$ cat src/rtl/uart_rx_param_if.sv
// -----------------------------------------------------------------------------
// uart_rx_param_if
//
// Purpose: bundles the receiver's word-delivery side (received word, valid /
// accept handshake and the per-word status flags) so the receiver and its
// consumer connect through one port.
//
// Parameters:
//   DATA_BITS     width of the received word, must match the receiver
//
// Signals:
//   data_out      received word (first bit on the line is bit 0)
//   rx_valid      data_out and its flags hold a word not yet taken
//   rx_accept     consumer takes the held word while rx_valid is high
//   parity_error  parity mismatch on the held word
//   framing_error a stop bit was sampled low on the held word
//   overrun_error one-clk pulse, a completed frame was dropped
//   break_detect  one-clk pulse when a line break is recognised
//
// Modports:
//   master        the receiver (drives the word and flags, reads rx_accept)
//   slave         the consumer (reads the word and flags, drives rx_accept)
// -----------------------------------------------------------------------------
`timescale 1ns/1ps

interface uart_rx_param_if #(
  parameter int DATA_BITS = 8
);

  logic [DATA_BITS-1:0] data_out;
  logic                 rx_valid;
  logic                 rx_accept;
  logic                 parity_error;
  logic                 framing_error;
  logic                 overrun_error;
  logic                 break_detect;

  modport master (
    output data_out,
    output rx_valid,
    output parity_error,
    output framing_error,
    output overrun_error,
    output break_detect,
    input  rx_accept
  );

  modport slave (
    input  data_out,
    input  rx_valid,
    input  parity_error,
    input  framing_error,
    input  overrun_error,
    input  break_detect,
    output rx_accept
  );

endinterface

$ cat src/rtl/uart_rx_param.sv
// -----------------------------------------------------------------------------
// uart_rx_param
//
// Purpose: parameterised oversampling UART receiver. The serial line is
// synchronised, a start bit is qualified at its centre, data / parity / stop
// bits are sampled once per bit at their centres, and each completed frame is
// offered to the consumer through a single-entry valid/accept holding register.
//
// Parameters:
//   DATA_BITS    data bits per frame (5..9)
//   PARITY_MODE  0 = none, 1 = even, 2 = odd
//   STOP_BITS    stop bits per frame (1..2)
//   OVERSAMPLE   sample_tick pulses per bit time (even, 8..32)
//
// Ports:
//   clk          system clock, single clock domain
//   rst_n        asynchronous active-low reset
//   sample_tick  one-clk pulse at OVERSAMPLE x baud rate
//   rxd          asynchronous serial input, idle high
//   rx_if        word-delivery interface (master side), see uart_rx_param_if
//
// Configuration macro:
//   UART_RX_BREAK_DETECT_EN  when defined, a frame whose data, parity and stop
//                            samples are all low is reported as a one-clk
//                            break_detect pulse instead of being delivered.
//                            When undefined, break_detect stays 0 and a break
//                            arrives as data 0 with framing_error set.
// -----------------------------------------------------------------------------
`timescale 1ns/1ps

module uart_rx_param #(
  parameter int DATA_BITS   = 8,
  parameter int PARITY_MODE = 1,
  parameter int STOP_BITS   = 1,
  parameter int OVERSAMPLE  = 16
) (
  input  logic            clk,
  input  logic            rst_n,
  input  logic            sample_tick,
  input  logic            rxd,
  uart_rx_param_if.master rx_if
);

  // Counter widths: the tick counter reaches OVERSAMPLE-1, the bit counter
  // reaches DATA_BITS-1 (stop bits need fewer).
  localparam int TICK_W = $clog2(OVERSAMPLE);
  localparam int BIT_W  = $clog2(DATA_BITS + 1);

  localparam logic [TICK_W-1:0] HALF_LAST = TICK_W'(OVERSAMPLE / 2 - 1);
  localparam logic [TICK_W-1:0] FULL_LAST = TICK_W'(OVERSAMPLE - 1);
  localparam logic [BIT_W-1:0]  DATA_LAST = BIT_W'(DATA_BITS - 1);
  localparam logic [BIT_W-1:0]  STOP_LAST = BIT_W'(STOP_BITS - 1);

  // Required XOR of data and parity bit: 0 for even, 1 for odd.
  localparam logic PARITY_ODD = (PARITY_MODE == 2);

`ifdef UART_RX_BREAK_DETECT_EN
  localparam logic BREAK_EN = 1'b1;
`else
  localparam logic BREAK_EN = 1'b0;
`endif

  typedef enum logic [2:0] {
    IDLE,
    START,
    DATA,
    PARITY,
    STOP,
    WAIT_IDLE
  } state_t;

  // Synchroniser and frame-assembly state.
  logic                 rx_meta;
  logic                 rx_sync;
  state_t               state,      state_next;
  logic [TICK_W-1:0]    tick_cnt,   tick_cnt_next;
  logic [BIT_W-1:0]     bit_cnt,    bit_cnt_next;
  logic [DATA_BITS-1:0] data_sr,    data_sr_next;
  logic                 parity_acc, parity_acc_next;
  logic                 par_err,    par_err_next;
  logic                 frm_err,    frm_err_next;
  logic                 all_low,    all_low_next;
  logic                 done,       done_next;

  // Holding register presented to the consumer.
  logic [DATA_BITS-1:0] data_q;
  logic                 valid_q;
  logic                 perr_q;
  logic                 ferr_q;
  logic                 ovr_q;
  logic                 brk_q;

  logic                 is_break;

  // Two-flop synchroniser on the raw line. Both flops reset to the idle level
  // so leaving reset never looks like a falling edge on the line.
  always_ff @(posedge clk or negedge rst_n) begin
    if (!rst_n) begin
      rx_meta <= 1'b1;
      rx_sync <= 1'b1;
    end else begin
      rx_meta <= rxd;
      rx_sync <= rx_meta;
    end
  end

  // Frame state register. Everything that describes the frame in flight is
  // registered here together so a reset throws away a partial frame cleanly.
  always_ff @(posedge clk or negedge rst_n) begin
    if (!rst_n) begin
      state      <= IDLE;
      tick_cnt   <= '0;
      bit_cnt    <= '0;
      data_sr    <= '0;
      parity_acc <= 1'b0;
      par_err    <= 1'b0;
      frm_err    <= 1'b0;
      all_low    <= 1'b0;
      done       <= 1'b0;
    end else begin
      state      <= state_next;
      tick_cnt   <= tick_cnt_next;
      bit_cnt    <= bit_cnt_next;
      data_sr    <= data_sr_next;
      parity_acc <= parity_acc_next;
      par_err    <= par_err_next;
      frm_err    <= frm_err_next;
      all_low    <= all_low_next;
      done       <= done_next;
    end
  end

  // Next-state and frame datapath. Nothing moves except on sample_tick cycles.
  // START waits half a bit so every later sample lands a whole bit apart at
  // the bit centres. all_low tracks whether every data, parity and stop sample
  // was low, which is what distinguishes a break from an ordinary bad frame.
  // done is raised for exactly one clk, the cycle after the last stop sample;
  // by then par_err and frm_err already include that final sample.
  always_comb begin
    state_next      = state;
    tick_cnt_next   = tick_cnt;
    bit_cnt_next    = bit_cnt;
    data_sr_next    = data_sr;
    parity_acc_next = parity_acc;
    par_err_next    = par_err;
    frm_err_next    = frm_err;
    all_low_next    = all_low;
    done_next       = 1'b0;

    case (state)
      IDLE: begin
        if (sample_tick && !rx_sync) begin
          state_next    = START;
          tick_cnt_next = '0;
        end
      end

      START: begin
        if (sample_tick) begin
          if (tick_cnt == HALF_LAST) begin
            tick_cnt_next = '0;
            if (!rx_sync) begin
              state_next      = DATA;
              bit_cnt_next    = '0;
              parity_acc_next = 1'b0;
              par_err_next    = 1'b0;
              frm_err_next    = 1'b0;
              all_low_next    = 1'b1;
            end else begin
              state_next = IDLE;
            end
          end else begin
            tick_cnt_next = tick_cnt + TICK_W'(1);
          end
        end
      end

      DATA: begin
        if (sample_tick) begin
          if (tick_cnt == FULL_LAST) begin
            tick_cnt_next   = '0;
            data_sr_next    = {rx_sync, data_sr[DATA_BITS-1:1]};
            parity_acc_next = parity_acc ^ rx_sync;
            if (rx_sync) begin
              all_low_next = 1'b0;
            end
            if (bit_cnt == DATA_LAST) begin
              bit_cnt_next = '0;
              state_next   = (PARITY_MODE != 0) ? PARITY : STOP;
            end else begin
              bit_cnt_next = bit_cnt + BIT_W'(1);
            end
          end else begin
            tick_cnt_next = tick_cnt + TICK_W'(1);
          end
        end
      end

      PARITY: begin
        if (sample_tick) begin
          if (tick_cnt == FULL_LAST) begin
            tick_cnt_next = '0;
            par_err_next  = ((parity_acc ^ rx_sync) != PARITY_ODD);
            if (rx_sync) begin
              all_low_next = 1'b0;
            end
            bit_cnt_next = '0;
            state_next   = STOP;
          end else begin
            tick_cnt_next = tick_cnt + TICK_W'(1);
          end
        end
      end

      STOP: begin
        if (sample_tick) begin
          if (tick_cnt == FULL_LAST) begin
            tick_cnt_next = '0;
            if (!rx_sync) begin
              frm_err_next = 1'b1;
            end else begin
              all_low_next = 1'b0;
            end
            if (bit_cnt == STOP_LAST) begin
              bit_cnt_next = '0;
              done_next    = 1'b1;
              state_next   = rx_sync ? IDLE : WAIT_IDLE;
            end else begin
              bit_cnt_next = bit_cnt + BIT_W'(1);
            end
          end else begin
            tick_cnt_next = tick_cnt + TICK_W'(1);
          end
        end
      end

      WAIT_IDLE: begin
        if (sample_tick && rx_sync) begin
          state_next = IDLE;
        end
      end

      default: begin
        state_next = IDLE;
      end
    endcase
  end

  assign is_break = BREAK_EN && all_low;

  // Single-entry holding register. A completed frame loads only if the slot is
  // empty or is being emptied in the same cycle; otherwise the new frame is
  // dropped and overrun pulses. A recognised break never loads the slot.
  always_ff @(posedge clk or negedge rst_n) begin
    if (!rst_n) begin
      data_q  <= '0;
      valid_q <= 1'b0;
      perr_q  <= 1'b0;
      ferr_q  <= 1'b0;
      ovr_q   <= 1'b0;
      brk_q   <= 1'b0;
    end else begin
      ovr_q <= 1'b0;
      brk_q <= 1'b0;
      if (valid_q && rx_if.rx_accept) begin
        valid_q <= 1'b0;
      end
      if (done) begin
        if (is_break) begin
          brk_q <= 1'b1;
        end else if (!valid_q || rx_if.rx_accept) begin
          data_q  <= data_sr;
          perr_q  <= par_err;
          ferr_q  <= frm_err;
          valid_q <= 1'b1;
        end else begin
          ovr_q <= 1'b1;
        end
      end
    end
  end

  assign rx_if.data_out      = data_q;
  assign rx_if.rx_valid      = valid_q;
  assign rx_if.parity_error  = perr_q;
  assign rx_if.framing_error = ferr_q;
  assign rx_if.overrun_error = ovr_q;
  assign rx_if.break_detect  = brk_q;

endmodule
$ cat src/flat_wrapper.sv
// flat-port wrapper written by rule: the top's interface ports become plain ports
module uart_rx_param_flat 
#(
  parameter int DATA_BITS   = 8,
  parameter int PARITY_MODE = 1,
  parameter int STOP_BITS   = 1,
  parameter int OVERSAMPLE  = 16
)
  (clk, rst_n, sample_tick, rxd, rx_if_data_out, rx_if_rx_valid, rx_if_parity_error, rx_if_framing_error, rx_if_overrun_error, rx_if_break_detect, rx_if_rx_accept);
  uart_rx_param_if #(.DATA_BITS(DATA_BITS)) rx_if_i ();
  input  logic clk;
  input  logic rst_n;
  input  logic sample_tick;
  input  logic rxd;
  output wire logic [$bits(rx_if_i.data_out)-1:0] rx_if_data_out;
  output wire logic [$bits(rx_if_i.rx_valid)-1:0] rx_if_rx_valid;
  output wire logic [$bits(rx_if_i.parity_error)-1:0] rx_if_parity_error;
  output wire logic [$bits(rx_if_i.framing_error)-1:0] rx_if_framing_error;
  output wire logic [$bits(rx_if_i.overrun_error)-1:0] rx_if_overrun_error;
  output wire logic [$bits(rx_if_i.break_detect)-1:0] rx_if_break_detect;
  input wire logic [$bits(rx_if_i.rx_accept)-1:0] rx_if_rx_accept;
  assign rx_if_data_out = rx_if_i.data_out;
  assign rx_if_rx_valid = rx_if_i.rx_valid;
  assign rx_if_parity_error = rx_if_i.parity_error;
  assign rx_if_framing_error = rx_if_i.framing_error;
  assign rx_if_overrun_error = rx_if_i.overrun_error;
  assign rx_if_break_detect = rx_if_i.break_detect;
  assign rx_if_i.rx_accept = rx_if_rx_accept;
  uart_rx_param #(.DATA_BITS(DATA_BITS), .PARITY_MODE(PARITY_MODE), .STOP_BITS(STOP_BITS), .OVERSAMPLE(OVERSAMPLE)) u_core (.clk(clk), .rst_n(rst_n), .sample_tick(sample_tick), .rxd(rxd), .rx_if(rx_if_i));
endmodule
$ cat config.mk
export PLATFORM = sky130hd
export DESIGN_NAME = uart_rx_param_flat
export DESIGN_NICKNAME = d
export VERILOG_FILES = /design/src/rtl/uart_rx_param_if.sv /design/src/rtl/uart_rx_param.sv /design/src/flat_wrapper.sv
export SDC_FILE = /design/constraint.sdc
export NUM_CORES = 1
export LEC_CHECK = 0
export ABC_AREA = 1
export CORE_ASPECT_RATIO = 2
export CORE_MARGIN = 3
export CORE_UTILIZATION = 56
export CTS_CLUSTER_SIZE = 25
export DETAILED_ROUTE_END_ITERATION = 12
export PLACE_DENSITY = 0.78
export SLEW_MARGIN = 30
export SYNTH_ARGS = -nofsm -noshare
export SYNTH_HDL_FRONTEND = slang
export SYNTH_SLANG_ARGS = --single-unit
$ cat constraint.sdc
create_clock -name clk -period 2 [get_ports clk]
set_input_delay 0.3 -clock clk [delete_from_list [all_inputs] [get_ports clk]]
set_output_delay 0.3 -clock clk [all_outputs]
set_load 0.02 [all_outputs]
==> results_dict.tcl, run 1 <==
set metrics [dict create \
    drive_gt1_frac 0.118 \
    slew_headroom 0.478 \
    synth.most_common_cell "nand2_1" \
    fin_hold_ws_ns 0.0980 \
    yosys_most_used_dff "dfrtp_1" \
    r2r_slack_ns 0.38 \
    synth-edff-count 0 \
    drv_slew 0 \
    die-area_um2 4050 \
    core_area_um2 3050 \
    fmax_ghz 0.617 \
    r2r-start "u_core.state[2]$_DFFE_PN0P_" \
    place_congestion 0.971 \
    cts.clk_slew.worst_paths_ns 0.07 \
    io_buffers 16 \
    syn_nets 233 \
    routedWlPerCell_um 12.5 \
    fin_crit_ns 1.62 \
    power.density_nw_per_um2 1110 \
    path_class "flip-flop to flip-flop" \
    drt_iter0_markers 46 \
    numCtsBuffers 5 \
    finish.instance_area_um2 2100 \
    setup_ws_ns 0.379 \
    synth_cell_type_count 27 \
    synth-seq-cells 37 \
    crit_end "u_core.bit_cnt[1]$_DFFE_PN0P_" \
    root_buffer "clkbuf_8" \
    start_kind "flip-flop" \
    routed_wirelength_mm 3.46 \
    antenna_found_initial 0 \
    cap_violations 0 \
    syn_inst 225 \
    placed_cell_area_um2 2010 \
    synth_top_area_share 0.476 \
    worst_pin_slew_ns 0.783 \
    synth_top_area_cell "dfrtp_1" \
    cts_tree "built" \
    start_util 0.604 \
    die_w_um 46.6 \
    grt_pass1_vias 1453 \
    cp.required_ns 2.17 \
    avgViaCountPerCell 5.32 \
    synth.top_cells.by_count "nand2_1, dfrtp_1, inv_1, o21ai_0, nor2_1" \
    cts_hold_buf 0 \
    reg2reg_depth 8 \
    cts-htree-levels 2 \
    area_growth_pct 13.9 \
    peakVddDrop_v 0.000827 \
    vias 1467 \
    fin_setup_tns_ns 0 \
    clkSinkCount 37 \
    worstPathArrival_ns 1.79 \
    cts_buffer_depth 2 \
    startpoint "u_core.state[2]$_DFFE_PN0P_" \
    rsz0062_at_grt "no" \
    hold_violations 0 \
    leakage_nw 1.01 \
    drc 0 \
    skew_ns 0.00479 \
    synth_area_leaders "dfrtp_1, nand2_1, o21ai_0" \
    io_pins 18 \
    yosys_warnings 0 \
    chipHeight_um 87.1 \
    synth_area_per_cell_um2 8.19 \
    async_flop_share 1.00 \
    grt_max_degree 38 \
    nets 253 \
    clock_latency_ns 0.28 \
    antenna_left 0 \
    end_kind "flip-flop" \
    period_share 0.810 \
    rows 28 \
    cts_resized 0 \
    grt_pass1_wl_mm 6.21 \
    r2r_end "u_core.bit_cnt[1]$_DFFE_PN0P_" \
    min_path_type "input pin to async pin" \
    gr-total-overflow 0 \
    track_usage 0.211 \
    dp_slack_ns 0.302 \
    path_max_fanout 7 \
    antenna_cells 0 \
    finalPower_mw 2.33 \
    ys_seq_area_frac 0.504 \
    cts_setup_buffers 0 \
    final-setup-viol-count 0 \
    dp_hpwl_mm 2.64 \
    dr.pass1.iters 4 \
    syn_area_um2 1840 \
    status "complete, no violations" \
]
cells by family after synthesis:
logic type                 synth area share
and+or+nand+nor                       0.291
muxes                               0.00611
xor gates and xnor gates             0.0143
buffers and inverters                0.0734
adders and majority gates            0.0204
other                               0.00204
DFF                                   0.504
AOI/OAI and AO/OA                    0.0890
final cells by class:
class                           count  area [µm²]
Clock buffer                        8        90.1
Fill cell                         258         950
Inverter                           27         101
Multi-Input combinational cell    157         778
Sequential cell                    37         928
Tap cell                           30        37.5
Timing Repair Buffer               17         163
worst min-delay path by stage:
stage                     slack (ns)                               to
after floorplan                0.004    u_core.bit_cnt[0]$_DFFE_PN0P_
after global placement          0.35         u_core.rx_sync$_DFF_PN1_
after detailed placement        0.36         u_core.rx_sync$_DFF_PN1_
after CTS                       0.12  u_core.rx_if.rx_valid$_DFF_PN0_
after global routing            0.14      u_core.state[2]$_DFFE_PN0P_
final                            0.1    u_core.bit_cnt[1]$_DFFE_PN0P_
through the flow:
stage	util	cells
after CTS	0.688	276
after global routing	0.688	276
after floorplan	-	225
after global placement	0.659	268
after detailed placement	0.659	268
final	0.688	276
layer usage:
metal,GRT usage,part of all wire,up-vias
met5,0,0,-
met4,0.145,0.044,0
met3,0.0311,0.034,16
met2,0.347,0.54,38
met1,0.234,0.38,657
li1,-,-,756
state kept, by name (all words and copies together), names as in the netlist, 3 cells and up:
name                   cells
u_core.bit_cnt             4
u_core.tick_cnt            4
u_core.state               3
u_core.rx_if.data_out      8
u_core.data_sr             8
report_power, final:
part / leakage [nW] / internal [mW] / switching [mW]
sequential: 0.502 / 0.838 / 0.104
clock: 0.0455 / 0.281 / 0.230
combinational: 0.462 / 0.277 / 0.599
total: 1.01 / 1.40 / 0.932
placed cells by master (no fill, tap or decap), types with 2 or more instances in the layout:
cell / n
o21ai_0: 19
nand2_2: 7
dfrtp_1: 35
nand4_1: 5
ha_1: 3
a21oi_1: 2
inv_1: 25
nor2_2: 4
dfstp_2: 2
clkbuf_1: 2
nor2_1: 15
nand2_1: 67
xnor2_1: 2
clkbuf_8: 6
clkdlybuf4s50_1: 15
nand3_1: 14
inv_2: 2
o21ai_1: 10
worst max-delay path, stage by stage (launching register included):
cell and delay (ns):
dfrtp_1 0.45, inv_2 0.15, nand3_1 0.20, nand3_1 0.23, nand2_1 0.12, nor2_4 0.20
inv_2 0.06, nand2_1 0.06, nand2_1 0.05
Power figures use the tool's default switching activity.
==> run 2, diff against run 1 <==
- clock period: 2 -> 1.7 ns (I/O delays scaled with it)
==> results_dict.tcl, run 2 (synthesized netlist as in run 1, its figures left out) <==
set metrics [dict create \
    cts.clk_slew.worst_paths_ns 0.07 \
    start_util 0.604 \
    r2r_slack_ns 0.13 \
    rows 28 \
    routedWlPerCell_um 12.6 \
    status "complete, no violations" \
    place_congestion 0.953 \
    clock_latency_ns 0.29 \
    chipHeight_um 87.1 \
    leakage_nw 1.06 \
    grt_pass1_wl_mm 5.90 \
    holdPathStages 0 \
    wl_met1_mm 1.33 \
    track_usage 0.200 \
    clkSinkCount 37 \
    worst_path_most_repeated_cell "nand2_1" \
    top_layer_used "met4" \
    path_class "flip-flop to flip-flop" \
    fmax_ghz 0.637 \
    routed-wl-met3_um 153 \
    fin_crit_ns 1.57 \
    crit_buf_inv 2 \
    core_area_um2 3050 \
    critical_path.top_delay_family "simple AND/OR/NAND/NOR gates" \
    cts_tree "built" \
    antenna_cells 0 \
    vias 1511 \
    io_buffers 16 \
    final-setup-viol-count 0 \
    path_max_fanout 6 \
    wl_met2_mm 1.87 \
    root_buffer "clkbuf_8" \
    hold_violations 0 \
    area_growth_pct 17.5 \
    cts_buffer_depth 2 \
    die_w_um 46.6 \
    cts-htree-levels 2 \
    fin_hold_ws_ns 0.364 \
    avgViaCountPerCell 5.34 \
    drc 0 \
    drt_iter0_markers 40 \
    die-area_um2 4050 \
    start_kind "flip-flop" \
    grt_pass1_vias 1504 \
    drive_gt1_frac 0.158 \
    r2r-start "u_core.tick_cnt[0]$_DFFE_PN0P_" \
    cap_violations 0 \
    cp_cell_sequence "ha_1, nand2_1, nor2_2, inv_1, nand2_2, nand3_4, nor2_4, inv_2, nand2_1, nand2_1" \
    end_kind "flip-flop" \
    nets 260 \
    drv_slew 0 \
    slowest_stage "dfrtp_1" \
    gr-total-overflow 0 \
    period_share 0.923 \
    min_path_type "flip-flop to flip-flop" \
    fin_setup_tns_ns 0 \
    cp.required_ns 1.88 \
    min_to "u_core.rx_sync$_DFF_PN1_" \
    antenna_left 0 \
    numCtsBuffers 5 \
    hp-start "u_core.rx_meta$_DFF_PN1_" \
    skew_ns 0.00374 \
    io_pins 18 \
    antenna_found_initial 0 \
    grt_max_degree 23 \
    r2r_end "u_core.bit_cnt[3]$_DFFE_PN0P_" \
    dr.pass1.iters 4 \
    dp_hpwl_mm 2.75 \
    reg2reg_depth 10 \
    routed_wirelength_mm 3.56 \
    final_common_cell "nand2_1" \
    peakVddDrop_v 0.000924 \
    rsz0062_at_grt "no" \
    power.density_nw_per_um2 1290 \
    layout_common_cells "nand2_1, dfrtp_1, inv_1" \
    max_stage_delay_ns 0.39 \
    worstPathArrival_ns 1.75 \
]
## run 2: changes by cell type in the layout (fill, tap and decap cells not counted), sizes merged
cell	before	now
clkinv	0	2
clkbuf	8	5
dlygate4sd3	0	1
buf	2	8
clkinvlp	0	1
## run 2: worst max path at each step
stage,cells after the start,startpoint,end
2_1_floorplan,9,u_core.tick_cnt[0]$_DFFE_PN0P_,u_core.data_sr[7]$_DFFE_PN0P_
3_3_place_gp,8,u_core.state[0]$_DFFE_PN0P_,u_core.bit_cnt[0]$_DFFE_PN0P_
3_5_place_dp,10,u_core.tick_cnt[0]$_DFFE_PN0P_,u_core.bit_cnt[3]$_DFFE_PN0P_
4_1_cts,10,u_core.tick_cnt[0]$_DFFE_PN0P_,u_core.bit_cnt[3]$_DFFE_PN0P_
5_1_grt,10,u_core.tick_cnt[0]$_DFFE_PN0P_,u_core.bit_cnt[1]$_DFFE_PN0P_
6_report,10,u_core.tick_cnt[0]$_DFFE_PN0P_,u_core.bit_cnt[3]$_DFFE_PN0P_
## run 2: layer usage
layer  vias up  global-route usage
li1        764                   -
met1       677               0.191
met2        48               0.343
met3        22              0.0476
met4         0               0.148
met5         -                   0
## run 2: stage by stage
stage	cell area [µm²]	power, mW	utilization	setup WS [ns]	instances
2_1_floorplan	1840	1.93	-	0.331	225
3_3_place_gp	2050	2.15	0.671	0.106	273
3_5_place_dp	2050	2.17	0.671	0.0871	273
4_1_cts	2140	2.78	0.703	0.0811	282
5_1_grt	2160	3.00	0.710	0.0181	283
6_report	2160	2.79	0.710	0.130	283
## run 2: area by class of cell
cell class	count	area (µm²)
repair buffers	24	218
clock buffers	5	68.8
clock inverters	3	17.5
inverters	27	101
multi-input cells	157	793
well taps	30	37.5
flip-flops and latches	37	928
fillers	223	883
## run 2: report_power, final
part,leakage [nW],switching (mW),internal [mW]
clock,0.0439,0.305,0.282
combinational,0.512,0.734,0.368
sequential,0.502,0.116,0.985
## run 2: repair_timing
action                                  in CTS  in global routing
endpoints found under the setup margin       0                 11
endpoints found under the hold margin       20                  0
buffers inserted                             0                  1
hold buffers                                 1                  0
gates resized for setup                      0                  4
